==> config.mk <==
export PLATFORM = sky130hd
export DESIGN_NAME = nlow_event_encoder
export DESIGN_NICKNAME = d
export VERILOG_FILES = /design/src/rtl/nlow_event_encoder_pkg.sv /design/src/rtl/nlow_event_encoder_rr_pick8.sv /design/src/rtl/nlow_event_encoder.sv
export SDC_FILE = /design/constraint.sdc
export NUM_CORES = 1
export LEC_CHECK = 0
export ABC_AREA = 1
export CAP_MARGIN = 40
export CORE_ASPECT_RATIO = 1.75
export CORE_MARGIN = 5
export CORE_UTILIZATION = 35
export DETAILED_ROUTE_END_ITERATION = 12
export PLACE_DENSITY = 0.64
export SYNTH_ARGS = -nofsm -noshare
export SYNTH_HDL_FRONTEND = slang
export SYNTH_HIERARCHICAL = 1
export SYNTH_SLANG_ARGS = --single-unit
export TNS_END_PERCENT = 100
==> constraint.sdc <==
create_clock -name clk -period 3.9 [get_ports clk]
set_clock_uncertainty 0.05 [all_clocks]
set_input_delay 0.78 -clock clk [delete_from_list [all_inputs] [get_ports clk]]
set_output_delay 0.78 -clock clk [all_outputs]
set_load 0.005 [all_outputs]
==> src/rtl/nlow_event_encoder_pkg.sv <==
// Shared definitions for the active-low event encoder and its 3->8 decoder partner.
// idx2code is the line-to-code mapping both sides must agree on.
package nlow_enc_pkg;

    localparam int N_LINES = 8;
    localparam int CODE_W  = 3;

    typedef enum logic {
        IDLE = 1'b0,
        HOLD = 1'b1
    } state_t;

    // Line k maps to code 7-k, which for a 3-bit index is a bitwise inversion.
    function automatic logic [CODE_W-1:0] idx2code(input logic [CODE_W-1:0] i);
        return ~i;
    endfunction

endpackage

==> src/rtl/nlow_event_encoder_rr_pick8.sv <==
// Combinational round-robin picker over 8 requests: rotate by ptr, take the
// first set bit, then rotate the found offset back into a line index.
module rr_pick8
    import nlow_enc_pkg::*;
(
    input  logic [N_LINES-1:0] req,
    input  logic [CODE_W-1:0]  ptr,
    output logic               any,
    output logic [CODE_W-1:0]  idx
);

    logic [2*N_LINES-1:0] dbl;
    logic [N_LINES-1:0]   rot;
    logic [CODE_W-1:0]    off;
    logic                 found;

    always_comb begin
        dbl   = {req, req};
        // rot[i] is req[(ptr+i) mod 8], so bit 0 is the highest-priority line.
        rot   = dbl[ptr +: N_LINES];
        off   = '0;
        found = 1'b0;
        for (int i = 0; i < N_LINES; i++) begin
            if (!found && rot[i]) begin
                off   = CODE_W'(i);
                found = 1'b1;
            end
        end
        any = found;
        idx = ptr + off;
    end

endmodule

==> src/rtl/nlow_event_encoder.sv <==
// Serialises new assertions on 8 active-low request lines into 3-bit codes on a
// valid/ready stream, with per-line pending latches, round-robin order and sticky overflow.
module nlow_event_encoder
    import nlow_enc_pkg::*;
(
    input  logic               clk,
    input  logic               rst_n,
    input  logic [N_LINES-1:0] in_n,
    input  logic               clr_i,
    output logic [CODE_W-1:0]  code_o,
    output logic               valid_o,
    input  logic               ready_i,
    output logic [N_LINES-1:0] pending_o,
    output logic               ovf_o,
    output state_t             dbg_state,
    output logic [CODE_W-1:0]  dbg_ptr
);

    // Handshake: a code transfers on every rising edge where valid_o && ready_i.
    // While valid_o is high and ready_i is low, code_o is held unchanged.

    state_t              state_q, state_d;
    logic [N_LINES-1:0]  prev_n_q;
    logic [N_LINES-1:0]  pending_q, pending_d;
    logic                ovf_q, ovf_d;
    logic [CODE_W-1:0]   ptr_q, ptr_d;
    logic [CODE_W-1:0]   sel_q, sel_d;
    logic [CODE_W-1:0]   code_q, code_d;

    logic [N_LINES-1:0]  rise;
    logic [N_LINES-1:0]  consumed;
    logic [N_LINES-1:0]  cand;
    logic                hs;
    logic [CODE_W-1:0]   search_ptr;
    logic                pick_any;
    logic [CODE_W-1:0]   pick_idx;

    assign rise     = prev_n_q & ~in_n;
    assign hs       = (state_q == HOLD) && ready_i;
    assign consumed = hs ? (N_LINES'(1) << sel_q) : '0;
    assign cand     = pending_q & ~consumed;
    // On a handshake the search starts just past the line being retired, so the
    // same-edge reload already honours the advanced pointer.
    assign search_ptr = hs ? sel_q + 3'd1 : ptr_q;

    rr_pick8 u_pick (
        .req (cand),
        .ptr (search_ptr),
        .any (pick_any),
        .idx (pick_idx)
    );

    always_comb begin
        pending_d = pending_q;
        ovf_d     = ovf_q;
        if (clr_i) begin
            pending_d = '0;
            ovf_d     = 1'b0;
        end else begin
            for (int k = 0; k < N_LINES; k++) begin
                if (rise[k]) begin
                    pending_d[k] = 1'b1;
                end else if (consumed[k]) begin
                    pending_d[k] = 1'b0;
                end
            end
            ovf_d = ovf_q | (|(rise & pending_q & ~consumed));
        end
    end

    always_ff @(posedge clk or negedge rst_n) begin
        if (!rst_n) begin
            state_q   <= IDLE;
            prev_n_q  <= '1;
            pending_q <= '0;
            ovf_q     <= 1'b0;
            ptr_q     <= '0;
            sel_q     <= '0;
            code_q    <= '0;
        end else begin
            state_q   <= state_d;
            prev_n_q  <= in_n;
            pending_q <= pending_d;
            ovf_q     <= ovf_d;
            ptr_q     <= ptr_d;
            sel_q     <= sel_d;
            code_q    <= code_d;
        end
    end

    always_comb begin
        state_d = state_q;
        ptr_d   = ptr_q;
        sel_d   = sel_q;
        code_d  = code_q;
        case (state_q)
            IDLE: begin
                if (clr_i) begin
                    code_d = '0;
                end else if (pick_any) begin
                    state_d = HOLD;
                    sel_d   = pick_idx;
                    code_d  = idx2code(pick_idx);
                end
            end
            HOLD: begin
                // A clear abandons the held code without advancing the pointer.
                if (clr_i) begin
                    state_d = IDLE;
                    code_d  = '0;
                end else if (hs) begin
                    ptr_d = sel_q + 3'd1;
                    if (pick_any) begin
                        sel_d  = pick_idx;
                        code_d = idx2code(pick_idx);
                    end else begin
                        state_d = IDLE;
                    end
                end
            end
            default: state_d = IDLE;
        endcase
    end

    always_comb begin
        valid_o   = (state_q == HOLD);
        code_o    = code_q;
        pending_o = pending_q;
        ovf_o     = ovf_q;
        dbg_state = state_q;
        dbg_ptr   = ptr_q;
    end

endmodule

# Word-level counts from Yosys, hierarchy flattened
# Cells that the tools add are included.
[op_classes]
n_addsub = 2
mul = 0
div_mod_pow = 0
n_lt_le_gt_ge = 0
n_eq_ne = 4
shifts = 2
muxes = 50
bitwise = 10
n_reduce_logical = 26
[ops]
columns = ["cell", "count"]
rows = [
  ["3-bit two-way mux", 13],
  ["8-bit AND", 4],
  ["1-bit two-way mux", 30],
  ["3-bit nonzero test", 8],
  ["8-bit two-way mux", 2],
  ["8-bit NOT", 2],
  ["16-bit by 4-bit variable part select with 8-bit output", 1],
  ["3-bit case mux with 2 select lines", 2],
  ["1-bit logical AND", 8],
  ["8-bit OR reduction", 1],
  ["1-bit by 3-bit << shifter with 8-bit output, first input constant", 1],
  ["1-bit logical NOT", 7],
  ["2-bit two-way mux", 2],
  ["2-bit != test, second input constant", 2],
  ["3-bit by 1-bit adder with 3-bit output, second input constant", 1],
  ["3-bit adder", 1],
  ["3-bit by 2-bit != test with 1-bit output, second input constant", 1],
  ["3-bit NOT", 1],
  ["3-bit AND reduction", 1],
  ["2-bit by 1-bit != test with 1-bit output, second input constant", 1],
  ["1-bit NOT", 2],
  ["1-bit case mux with 2 select lines", 1],
  ["2-bit AND reduction", 1],
  ["1-bit bitwise OR", 1],
]
[totals]
register_bits = 27
latch_bits = 0
ramBits = 0
mem_bits_ro = 0
out_inout_bits = 17
memories = 0

# Longest topological paths before layout
# Gate-level depths: netlist of the first run.
[depth]
word_depth = 33
depth_mapped = 25
mapped_depth_nobuf = 25

# Modules after synthesis
# Netlist of the first run, hierarchy kept.
[modules_own_cells]
columns = ["module", "instances", "cells_per_inst", "area_each_um2"]
rows = [
  ["nlow_event_encoder", 1, 148, 1277.5],
  ["rr_pick8", 1, 93, 555.5],
]

# Least setup slack after synthesis of the first run
# OpenSTA, ideal clock, no wires.
[synth_timing]
path_kind = "input -> register"
from = "input ready_i"
to = "register code_q[2], in the netlist code_o[2]"
setup_ns = 0.120
arrival_time_ns = 3.470
path_slack_ns = 0.261
stages = 20
n_path_buf = 1
cell_sequence = "nand2_1 -> inv_2 -> o21ai_0 -> buf_6 -> inv_2 -> nand3_1 -> nand2_1 -> o21ai_0 -> nor2_2 -> nand4_2 -> o211ai_1 -> ha_1 -> fa_1 -> xor2_1 -> inv_1 -> nand3_2 -> nand2_1 -> inv_1 -> nor2_1 -> a31o_1"
[synth_via]
word_cells_on_any_way = 43
cone_classes = "1 x add/sub; 1 x eq/ne; 1 x shift; 22 x mux; 3 x bitwise; 15 x reduce/logical"
[synth_lines]
columns = ["element", "line_no", "source"]
rows = [
  ["from (decl)", "nlow_event_encoder.sv:12", "input logic ready_i,"],
  ["1-bit logical AND (*)", "nlow_event_encoder.sv:39", "assign hs = (state_q == HOLD) && ready_i;"],
  ["3-bit two-way mux (*)", "-", ""],
  ["named net search_ptr[1]", "nlow_event_encoder.sv:34", "logic [CODE_W-1:0] search_ptr;"],
  ["16-bit by 4-bit variable part select with 8-bit output", "nlow_event_encoder_rr_pick8.sv:20", "rot = dbl[ptr +: N_LINES];"],
  ["1-bit two-way mux", "nlow_event_encoder_rr_pick8.sv:24", "if (!found && rot[i]) begin"],
  ["1-bit logical NOT", "nlow_event_encoder_rr_pick8.sv:24", ""],
  ["1-bit logical AND", "nlow_event_encoder_rr_pick8.sv:24", ""],
  ["1-bit two-way mux", "nlow_event_encoder_rr_pick8.sv:24", ""],
  ["[17 not listed]", "-", ""],
  ["3-bit two-way mux", "nlow_event_encoder_rr_pick8.sv:24", ""],
  ["3-bit adder (*)", "nlow_event_encoder_rr_pick8.sv:30", "idx = ptr + off;"],
  ["named net pick_idx[2]", "nlow_event_encoder.sv:36", "logic [CODE_W-1:0] pick_idx;"],
  ["3-bit NOT (*)", "nlow_event_encoder_pkg.sv:15", "return ~i;"],
  ["3-bit two-way mux (*)", "nlow_event_encoder.sv:100, nlow_event_encoder.sv:113", ""],
  ["3-bit two-way mux", "nlow_event_encoder.sv:111", "end else if (hs) begin"],
  ["3-bit two-way mux", "nlow_event_encoder.sv:108", "if (clr_i) begin"],
  ["3-bit case mux with 2 select lines (*)", "nlow_event_encoder.sv:96", "case (state_q)"],
  ["to (signal assigned)", "nlow_event_encoder.sv:87", "code_q <= code_d;"],
  ["to (decl)", "nlow_event_encoder.sv:28", "logic [CODE_W-1:0] code_q, code_d;"],
]
# The timed path passes the listed nets; every way through them passes the cells marked *. The select of a mux whose other input is x is not followed.
# A chain may end at the register's enable or synchronous reset.

# Worst setup path after layout of the first run
# Ends and elaborated chain as after synthesis.

==> results.md, run 1 <==
- Status: finished clean
- Num CTS Buffers: 3
- DRT antenna net count: 0
- Drt drc: 0
- CP arrival: ~3.8 ns
- Via count: approximately 1700
- WS Path Type: in -> reg
- Slew margin rel.: 0.671
- Share of the yosys chip area belonging to registers: 0.374
- Fill count: 538
- Final Hold Vio Count: 0
- Critical path endpoint: code_o[2]$_DFFE_PN0P_
- Vias per cell: about 4.8
- Final Util: 0.467
- Starting DRT DRC Count: 47
- Share of cells above drive strength 1: 0.242
- CP Max Fanout: 8
- Vias in the first global route: 1682
- Htree depth: 1
- Synth cell types: 33
- Setup Viol. Count Final: 0
- CTS tree: done
- Placed Instance Area: ~0.0023 sq mm
- Wire length per cell: 12.4 um
- Design Area, Final: 0.00241 sq mm
- FMAX: roughly 0.27 GHz
- Root buf cell: clkbuf_8
- Nets: around 310
- Worst-Skew Late Latency: 0.27 ns
- Post-synthesis cell area: around 0.0018 sq mm
- WL final: about 4.3 mm
- Tmin final: about 3.7 ns
- Worst hold path type: reg -> reg
- Total power: approximately 0.0019 W
- Hold path startpoint: code_o[0]$_DFFE_PN0P_
- Starting density of the core: 0.355
- Ys Warns: 6
- Register bit total from synthesis: 27
- Core area: between 0.005 and 0.006 sq mm
- Met1 WL: between 1.5 and 2 mm
- ANT cells: 0
- Met2 wire length: roughly 2.4 mm
- LEAKAGE: around 1.2 nW
- Cells after Synth: 241
- CP Capture Type: flop
- Initial antenna violation count: 0
- DR pass1 iterations: 4
- Post-synth EDFFs: 0
- Vert. Die Dim: between 100 and 150 um
- Slew Viols, Final: 0
- Synth Flop Type: dfrtp_1
- First-pass GRT wire length: 7.28 mm
- Critical Path Source Type: primary input
- Reg2Reg Launch Point: sel_q[0]$_DFFE_PN0P_
- Fin crit share: 0.947
- Worst Reg-to-Reg Cells: 23
- Dpl hpwl: about 3.7 mm
- Critical R2R Capture: code_o[2]$_DFFE_PN0P_
- Max-Cap Viols: 0
- Reg-to-reg slack, setup: between 0.4 and 0.5 ns
- Layout area overhead: 31.7%
- Gr usage total: 0.136
- Worst setup path startpoint: ready_i
- Horiz. Die Dim: around 65 um
- Max Used Layer: met4
- Die area: 0.00684 sq mm
- GP Congestion: 0.884
- Power Density: roughly 790 mW/mm^2
- Slew @ Worst Pin: ~0.49 ns
- Metal3 WL: 94 um
- Post-synth ARST share: 1.00
- GRT Residual Overflow: 0
- Largest net degree at the start of global routing: 17
- Clock Sinks: 27
- Net count after synthesis: 261
- VDD IR max: slightly below 0.4 mV
- I/O Pins: 29
- Clock transition at path regs: roughly 0.080 ns
- Core Rows: 35
- Max Root-Sink Buffers: 2
- PortBufs: 28
- Syn Area/Cell: about 7.6 sq um
- Critical Path RT: about 4 ns
-- worst min path at each step --
| stage | end | slack, ns | depth (start not counted) |
|---|---|---|---|
| after CTS | code_o[0]$_DFFE_PN0P_ | 0.48 | 1 |
| final | code_o[0]$_DFFE_PN0P_ | 0.47 | 1 |
| after global routing | code_o[1]$_DFFE_PN0P_ | 0.50 | 1 |
| after global placement | code_o[0]$_DFFE_PN0P_ | 0.46 | 1 |
| after floorplan | code_o[0]$_DFFE_PN0P_ | 0.43 | 0 |
| after detailed placement | code_o[0]$_DFFE_PN0P_ | 0.46 | 1 |
-- per-stage QoR --
stage / TNS [ns] / hold WS (ns) / setup slack (ns) / cells
2_1_floorplan: 0 / 0.434 / 0.261 / 241
3_3_place_gp: -0.174 / 0.458 / -0.101 / 341
3_5_place_dp: -0.359 / 0.461 / -0.198 / 342
4_1_cts: 0 / 0.481 / 0.108 / 346
5_1_grt: -0.00682 / 0.496 / -0.00682 / 348
6_report: 0 / 0.472 / 0.209 / 348
-- per-layer routing --
layer,track usage,vias to the layer above
met2,0.247,27
met3,0.0149,15
li1,-,868
met1,0.143,767
met5,0,-
met4,0.0908,0
-- critical path, cell delays in order --
cell and delay (ns):
clkdlybuf4s50_1 0.50, nand2_2 0.11, inv_2 0.13, nand2_1 0.06, o21ai_1 0.14, inv_2 0.12
nand3_1 0.12, nand3_1 0.09, nand2_1 0.11, nor2_2 0.04, nand2_2 0.09, nor2_4 0.05
nand4_2 0.08, o211ai_1 0.10, ha_1 0.23, fa_1 0.41, xor2_1 0.20, inv_1 0.07
nand3_2 0.07, nand2_1 0.04, inv_1 0.05, nor2_1 0.05, a31o_1 0.17
-- cells in the mapped netlist, types with 4 or more instances --
master    n  area (sq um)
dfrtp_1  19           475
inv_1    39           146
o21ai_1   4          20.0
o21ai_0   5          25.0
nand2_1  54           203
nand2_2  10          62.6
ha_1      7          87.6
nand3_1  30           150
nor2_1   19          71.3
a21oi_1  10          50.1
nand3_2   7          70.1
dfstp_2   8           210
-- report_power, final --
part	switching, W	total [W]	internal, W
clock network	0.0000817	0.000155	0.0000732
logic	0.000757	0.00137	0.000614
registers	0.0000498	0.000394	0.000345
total	0.000888	0.00192	0.00103
-- placed cells by master (no fill, tap or decap), drive strengths merged --
| cell | synthesis | final |
|---|---|---|
| nand2 | 66 | 66 |
| inv | 42 | 42 |
| nand3 | 38 | 38 |
| clkdlybuf4s50 | 0 | 28 |
| buf | 4 | 25 |
| nor2 | 22 | 22 |
| dfrtp | 19 | 19 |
| a21oi | 10 | 10 |
| o21ai | 9 | 9 |
| dfstp | 8 | 8 |
| ha | 7 | 7 |
| clkbuf | 1 | 4 |
| a31o | 3 | 3 |
| nand4 | 3 | 3 |
| mux2 | 2 | 2 |
| or2 | 1 | 1 |
| o31ai | 1 | 1 |
| xor2 | 1 | 1 |
| a41oi | 1 | 1 |
| a31oi | 1 | 1 |
| o211ai | 1 | 1 |
| fa | 1 | 1 |
-- what timing repair did --
| item | in CTS | in global routing |
|---|---|---|
| resized for setup | 0 | 10 |
| buffers inserted | 0 | 2 |
| hold buffers | 0 | 0 |
| setup endpoints to repair | 0 | 3 |
| hold endpoints to repair | 0 | 0 |
-- cell type report --
type | instances | area (sq um) | share of cell area
Inverter | 42 | 165 | 0.0684
Clock buffer | 4 | 45.0 | 0.0187
Timing Repair Buffer | 53 | 483 | 0.200
Multi-Input combinational cell | 167 | 967 | 0.401
Sequential cell | 27 | 686 | 0.284
Tap cell | 55 | 68.8 | 0.0285
-- sequential cells by signal, summed over array words and instances, names as in the netlist --
register	flops
ovf_o	1
code_o	3
dbg_state	1
pending_o	8
prev_n_q	8
sel_q	3
dbg_ptr	3
-- cell families (layout without fill, tap and decap cells) --
family | count (synthesis) | count (layout) | share of synthesized area
adder cells (fa/ha/maj) | 8 | 8 | 0.0587
buffers and inverters | 47 | 99 | 0.111
multiplexers | 2 | 2 | 0.0123
flip-flops | 27 | 27 | 0.374
AO/OA/AOI/OAI | 26 | 26 | 0.0826
XOR/XNOR | 1 | 1 | 0.00478
AND/OR/NAND/NOR | 130 | 130 | 0.357
Power figures use the tool's default switching activity.
==> inputs of run 2 (changes only) <==
--- a/config.mk
+++ b/config.mk
@@ -9,9 +9,10 @@
 export CAP_MARGIN = 40
 export CORE_ASPECT_RATIO = 1.75
 export CORE_MARGIN = 5
-export CORE_UTILIZATION = 35
+export CORE_UTILIZATION = 45
 export DETAILED_ROUTE_END_ITERATION = 12
-export PLACE_DENSITY = 0.64
+export DONT_BUFFER_PORTS = 1
+export PLACE_DENSITY = 0.68
 export SYNTH_ARGS = -nofsm -noshare
 export SYNTH_HDL_FRONTEND = slang
 export SYNTH_HIERARCHICAL = 1
==> results.md, run 2 (synthesis results as in run 1) <==
- Root buf cell: clkbuf_8 (unchanged)
- DR pass1 iterations: 4 (unchanged)
- Worst hold slack: 0.139 ns (was 0.472 ns)
- Drt drc: 0 (unchanged)
- Most frequent cells in the layout: 54 x nand2_1, 39 x inv_1, 30 x nand3_1, 19 x nor2_1, 19 x dfrtp_1 (was 53 x nand2_1, 39 x inv_1, 30 x nand3_1, 28 x clkdlybuf4s50_1, 22 x buf_4)
- Gr usage total: 0.169 (was 0.136)
- Fin crit share: 0.908 (was 0.947)
- Initial antenna violation count: 0 (unchanged)
- Post-CTS Setup Inserts: 0 (unchanged)
- Nets: 265 (was 314)
- First-pass GRT wire length: 7.13 mm (was 7.28 mm)
- Max-Cap Viols: 0 (unchanged)
- Slew Viols, Final: 0 (unchanged)
- Num CTS Buffers: 3 (unchanged)
- Worst hold path type: in -> async (was reg -> reg)
- GP Congestion: 0.852 (was 0.884)
- Reg-to-reg slack, setup: 0.37 ns (was 0.49 ns)
- WS Path Type: in -> reg (unchanged)
- Horiz. Die Dim: 58.2 um (was 64.7 um)
- Wire length per cell: 14.2 um (was 12.4 um)
- P_sw: 0.000831 W (was 0.000888 W)
- ANT cells: 0 (unchanged)
- Critical Path RT: 4.02 ns (about the same)
- WL final: 4.15 mm (was 4.31 mm)
- Switching part of the total: 0.506 (was 0.463)
- Tmin final: 3.54 ns (was 3.69 ns)
- LEAKAGE: 1.02 nW (was 1.23 nW)
- Die area: 0.00550 sq mm (was 0.00684 sq mm)
- Starting DRT DRC Count: 25 (was 47)
- Via count: 1492 (was 1677)
- Critical R2R Capture: code_o[2]$_DFFE_PN0P_ (unchanged)
- CP Max Fanout: 8 (unchanged)
- Vias per cell: 5.11 (was 4.82)
- Slew margin rel.: 0.695 (was 0.671)
- CP Capture Type: flop (unchanged)
- FMAX: 0.282 GHz (was 0.271 GHz)
- Critical Path Source Type: primary input (unchanged)
- Share of cells above drive strength 1: 0.184 (was 0.242)
- Clock transition at path regs: 0.09 ns (was 0.08 ns)
- Worst-Skew Late Latency: 0.27 ns (about the same)
- Final Hold Vio Count: 0 (unchanged)
- Vert. Die Dim: 94.4 um (was 106 um)
- Fin Setup TNS: 0 ns (unchanged)
- Total power: 0.00164 W (was 0.00192 W)
- Fill count: 402 (was 538)
- Layout area overhead: 5.32% (was 31.7%)
- VDD IR max: 0.463 mV (was 0.393 mV)
- Internal power: 0.000813 W (was 0.00103 W)
- Largest net degree at the start of global routing: 28 (was 17)
- Max Root-Sink Buffers: 2 (unchanged)
- Core Rows: 30 (was 35)
- Vias in the first global route: 1568 (was 1682)
- CP arrival: 3.66 ns (was 3.81 ns)
- Combinational power share: 0.659 (was 0.714)
- Starting density of the core: 0.470 (was 0.355)
- CTS tree: done (unchanged)
- Slew @ Worst Pin: 0.453 ns (was 0.491 ns)
- Core area: 0.00390 sq mm (was 0.00517 sq mm)
- Hold buffer count at CTS: 0 (unchanged)
- Clock Sinks: 27 (unchanged)
- Flop pwr share: 0.242 (was 0.205)
- GRT Residual Overflow: 0 (unchanged)
- Status: finished clean (unchanged)
- Reg2Reg Launch Point: sel_q[0]$_DFFE_PN0P_ (unchanged)
- RSZ-0062 raised after global routing: false
- Power Density: 852 mW/mm^2 (was 795 mW/mm^2)
- # resized after CTS: 0 (unchanged)
- Setup Viol. Count Final: 0 (unchanged)
- Htree depth: 1 (unchanged)
- Dpl hpwl: 3.46 mm (was 3.71 mm)
- Worst Reg-to-Reg Cells: 18 (was 23)
- I/O Pins: 29 (unchanged)
- Clk pwr share: 0.098 (was 0.081)
- PortBufs: 0 (was 28)
- DRT antenna net count: 0 (unchanged)
- Most common cell after layout, fill and taps aside: nand2_1 (unchanged)
[run 2: cell count changes in the layout (fill, tap and decap cells not counted), sizes merged]
cell / change
buf: -21
clkdlybuf4s50: -28
[run 2: worst max path at each step]
stage / endpoint / from / cells after the start
global route: code_o[2]$_DFFE_PN0P_ / ready_i / 19
floorplan: code_o[2]$_DFFE_PN0P_ / ready_i / 20
detailed placement: code_o[2]$_DFFE_PN0P_ / ready_i / 19
finish: code_o[2]$_DFFE_PN0P_ / ready_i / 19
global placement: code_o[2]$_DFFE_PN0P_ / ready_i / 20
CTS: code_o[2]$_DFFE_PN0P_ / ready_i / 19
[run 2: metrics by stage]
stage | worst slack (ns) | area [sq um] | instances | utilization
6_report | 0.358 | 1930 | 292 | 0.495
5_1_grt | 0.00775 | 1930 | 292 | 0.495
4_1_cts | 0.331 | 1930 | 292 | 0.495
3_5_place_dp | 0.0303 | 1890 | 288 | 0.483
3_3_place_gp | 0.198 | 1890 | 288 | 0.483
2_1_floorplan | 0.261 | 1830 | 241 | -
[run 2: per-layer routing]
layer	track usage	wire length [um]
met1	0.186	1580
met2	0.317	2320
met3	0.0137	90
met4	0.0793	153
met5	0	0
[run 2: layout make-up]
cell class,count,area (sq um),area share
Timing Repair Buffer,4,30.0,0.0156
Clock buffer,4,45.0,0.0233
Inverter,42,165,0.0855
Multi-Input combinational cell,167,945,0.489
Tap cell,48,60.1,0.0311
Sequential cell,27,686,0.355
[run 2: power by group through the flow]
stage                     combinational (W)  clock [W]  sequential, W
after floorplan                    0.000877          0       0.000391
after global placement              0.00107          0       0.000405
after detailed placement            0.00108          0       0.000405
after CTS                           0.00109   0.000163       0.000401
after global routing                0.00124   0.000182       0.000407
final                               0.00108   0.000162       0.000398
[run 2: critical path, cell delays in order]
cell and delay, ns:
nand2_1 0.15, inv_2 0.09, o21ai_0 0.39, inv_2 0.15, nand3_1 0.13, nand2_1 0.06
o21ai_1 0.25, inv_1 0.14, nand4_2 0.14, o211ai_1 0.11, ha_1 0.23, fa_1 0.40
xor2_1 0.18, inv_1 0.07, nand3_2 0.07, nand2_1 0.05, inv_1 0.04, nor2_1 0.05
a31o_1 0.18
==> inputs of run 3 (changes only) <==
--- a/config.mk
+++ b/config.mk
@@ -12,9 +12,9 @@
 export CORE_UTILIZATION = 45
 export DETAILED_ROUTE_END_ITERATION = 12
 export DONT_BUFFER_PORTS = 1
+export MAX_ROUTING_LAYER = met4
 export PLACE_DENSITY = 0.68
 export SYNTH_ARGS = -nofsm -noshare
 export SYNTH_HDL_FRONTEND = slang
 export SYNTH_HIERARCHICAL = 1
 export SYNTH_SLANG_ARGS = --single-unit
-export TNS_END_PERCENT = 100
==> results.md, run 3 (synthesis results as in run 1) <==
- Status: finished clean (unchanged)
- Share of cells above drive strength 1: 0.184 (unchanged)
- Hold buffer count at CTS: 0 (unchanged)
- Nets: 265 (unchanged)
- Multi-input gate area: 945 sq um (unchanged)
- Gr usage total: 0.174 (was 0.169)
- Most frequent cells in the layout: 54 x nand2_1, 39 x inv_1, 30 x nand3_1, 19 x nor2_1, 19 x dfrtp_1 (unchanged)
- Starting DRT DRC Count: 21 (was 25)
- Fin crit share: 0.908 (about the same)
- Initial antenna violation count: 0 (unchanged)
- Clock transition at path regs: 0.09 ns (about the same)
- Wire length per cell: 14.2 um (about the same)
- PortBufs: 0 (unchanged)
- Fill count: 402 (unchanged)
- CP arrival: 3.66 ns (about the same)
- Final Hold Vio Count: 0 (unchanged)
- WL final: 4.13 mm (was 4.15 mm)
- Slew margin rel.: 0.695 (unchanged)
- Total power: 0.00164 W (about the same)
- CTS tree: done (unchanged)
- Max Used Layer: met4 (unchanged)
- Drt drc: 0 (unchanged)
- Worst-Skew Late Latency: 0.27 ns (about the same)
- Root buf cell: clkbuf_8 (unchanged)
- CP Max Fanout: 8 (unchanged)
- PnR worst setup slack: 0.359 ns (was 0.358 ns)
- # resized after CTS: 0 (unchanged)
- Layout area overhead: 5.32% (unchanged)
- CP Capture Type: flop (unchanged)
- Sequential Area: 686 sq um (unchanged)
- RSZ-0062 raised after global routing: false (unchanged)
- DRT antenna net count: 0 (unchanged)
- Critical Path Source Type: primary input (unchanged)
- Slew @ Worst Pin: 0.453 ns (about the same)
- Starting density of the core: 0.470 (unchanged)
- Worst hold path type: in -> async (unchanged)
- VDD IR max: 0.463 mV (about the same)
- Core Rows: 30 (unchanged)
- Num CTS Buffers: 3 (unchanged)
- Slew Viols, Final: 0 (unchanged)
- Vias per cell: 5.12 (was 5.11)
- Max-Cap Viols: 0 (unchanged)
- Metal3 WL: 97 um (was 90 um)
- First-pass GRT wire length: 7.14 mm (was 7.13 mm)
- I/O Pins: 29 (unchanged)
- Htree depth: 1 (unchanged)
- Worst hold slack: 0.139 ns (about the same)
- WS Path Type: in -> reg (unchanged)
- DR pass1 iterations: 4 (unchanged)
- Clock Sinks: 27 (unchanged)
- Met1 WL: 1.56 mm (was 1.58 mm)
- FMAX: 0.282 GHz (about the same)
- Horiz. Die Dim: 58.2 um (unchanged)
- Power Density: 852 mW/mm^2 (about the same)
- Worst Reg-to-Reg Cells: 18 (unchanged)
- Dpl ws: 0.0303 ns (unchanged)
- Fin Setup TNS: 0 ns (unchanged)
- Post-CTS Setup Inserts: 0 (unchanged)
- Dpl hpwl: 3.46 mm (unchanged)
- Core area: 0.00390 sq mm (unchanged)
- GRT Residual Overflow: 0 (unchanged)
- Vert. Die Dim: 94.4 um (unchanged)
- Most common cell after layout, fill and taps aside: nand2_1 (unchanged)
- Setup Viol. Count Final: 0 (unchanged)
- GP Congestion: 0.865 (was 0.852)
- Vias in the first global route: 1566 (was 1568)
- Largest net degree at the start of global routing: 28 (unchanged)
- Inst Count DP: 288 (unchanged)
- Critical Path RT: 4.02 ns (about the same)
- ANT cells: 0 (unchanged)
- Tmin final: 3.54 ns (about the same)
- Die area: 0.00550 sq mm (unchanged)
- Met2 wire length: 2.32 mm (about the same)
- Non-filler cells in the finished layout: 292 (unchanged)
- Via count: 1494 (was 1492)
- LEAKAGE: 1.02 nW (unchanged)
- Max Root-Sink Buffers: 2 (unchanged)
-- run 3: cell counts in the layout (fill, tap and decap cells not counted) --
Identical to the previous run, type by type.
-- run 3: stage by stage --
step | area [sq um] | utilization
2_1_floorplan | 1830 | -
3_3_place_gp | 1890 | 0.483
3_5_place_dp | 1890 | 0.483
4_1_cts | 1930 | 0.495
5_1_grt | 1930 | 0.495
6_report | 1930 | 0.495
-- run 3: worst max-delay path, cell delays in order --
cell and delay, ns:
nand2_1 0.15, inv_2 0.09, o21ai_0 0.39, inv_2 0.15, nand3_1 0.13, nand2_1 0.06
o21ai_1 0.25, inv_1 0.14, nand4_2 0.14, o211ai_1 0.11, ha_1 0.23, fa_1 0.40
xor2_1 0.18, inv_1 0.07, nand3_2 0.07, nand2_1 0.05, inv_1 0.04, nor2_1 0.05
a31o_1 0.18
-- run 3: path summary, 6_finish.rpt --
| check | start | endpoint | slack, ns |
|---|---|---|---|
| worst max-delay path | ready_i | code_o[2]$_DFFE_PN0P_ | 0.36 |
| worst min-delay path | rst_n | pending_o[3]$_DFFE_PN0P_ | 0.14 |
| worst max register to register | sel_q[0]$_DFFE_PN0P_ | code_o[2]$_DFFE_PN0P_ | 0.37 |
| worst min register to register | prev_n_q[4]$_DFF_PN1_ | pending_o[4]$_DFFE_PN0P_ | 0.47 |
| max in group asynchronous | rst_n | prev_n_q[7]$_DFF_PN1_ | 3.49 |
| min in group clk | in_n[1] | prev_n_q[1]$_DFF_PN1_ | 0.44 |
-- run 3: per-layer routing --
metal / GRT usage / up-vias
li1: - / 771
met1: 0.188 / 685
met2: 0.316 / 25
met3: 0.0137 / 13
met4: 0.0793 / 0
met5: - / -
-- run 3: area by class of cell --
class	count	area share
clock buffers	4	0.0233
inverters	42	0.0855
multi-input cells	167	0.489
flip-flops and latches	27	0.355
well taps	48	0.0311
repair buffers	4	0.0156
-- run 3: where the power goes --
part / internal [W] / total (W) / switching (W)
logic: 0.000395 / 0.00108 / 0.000690
registers: 0.000345 / 0.000398 / 0.0000534
clock network: 0.0000733 / 0.000162 / 0.0000885
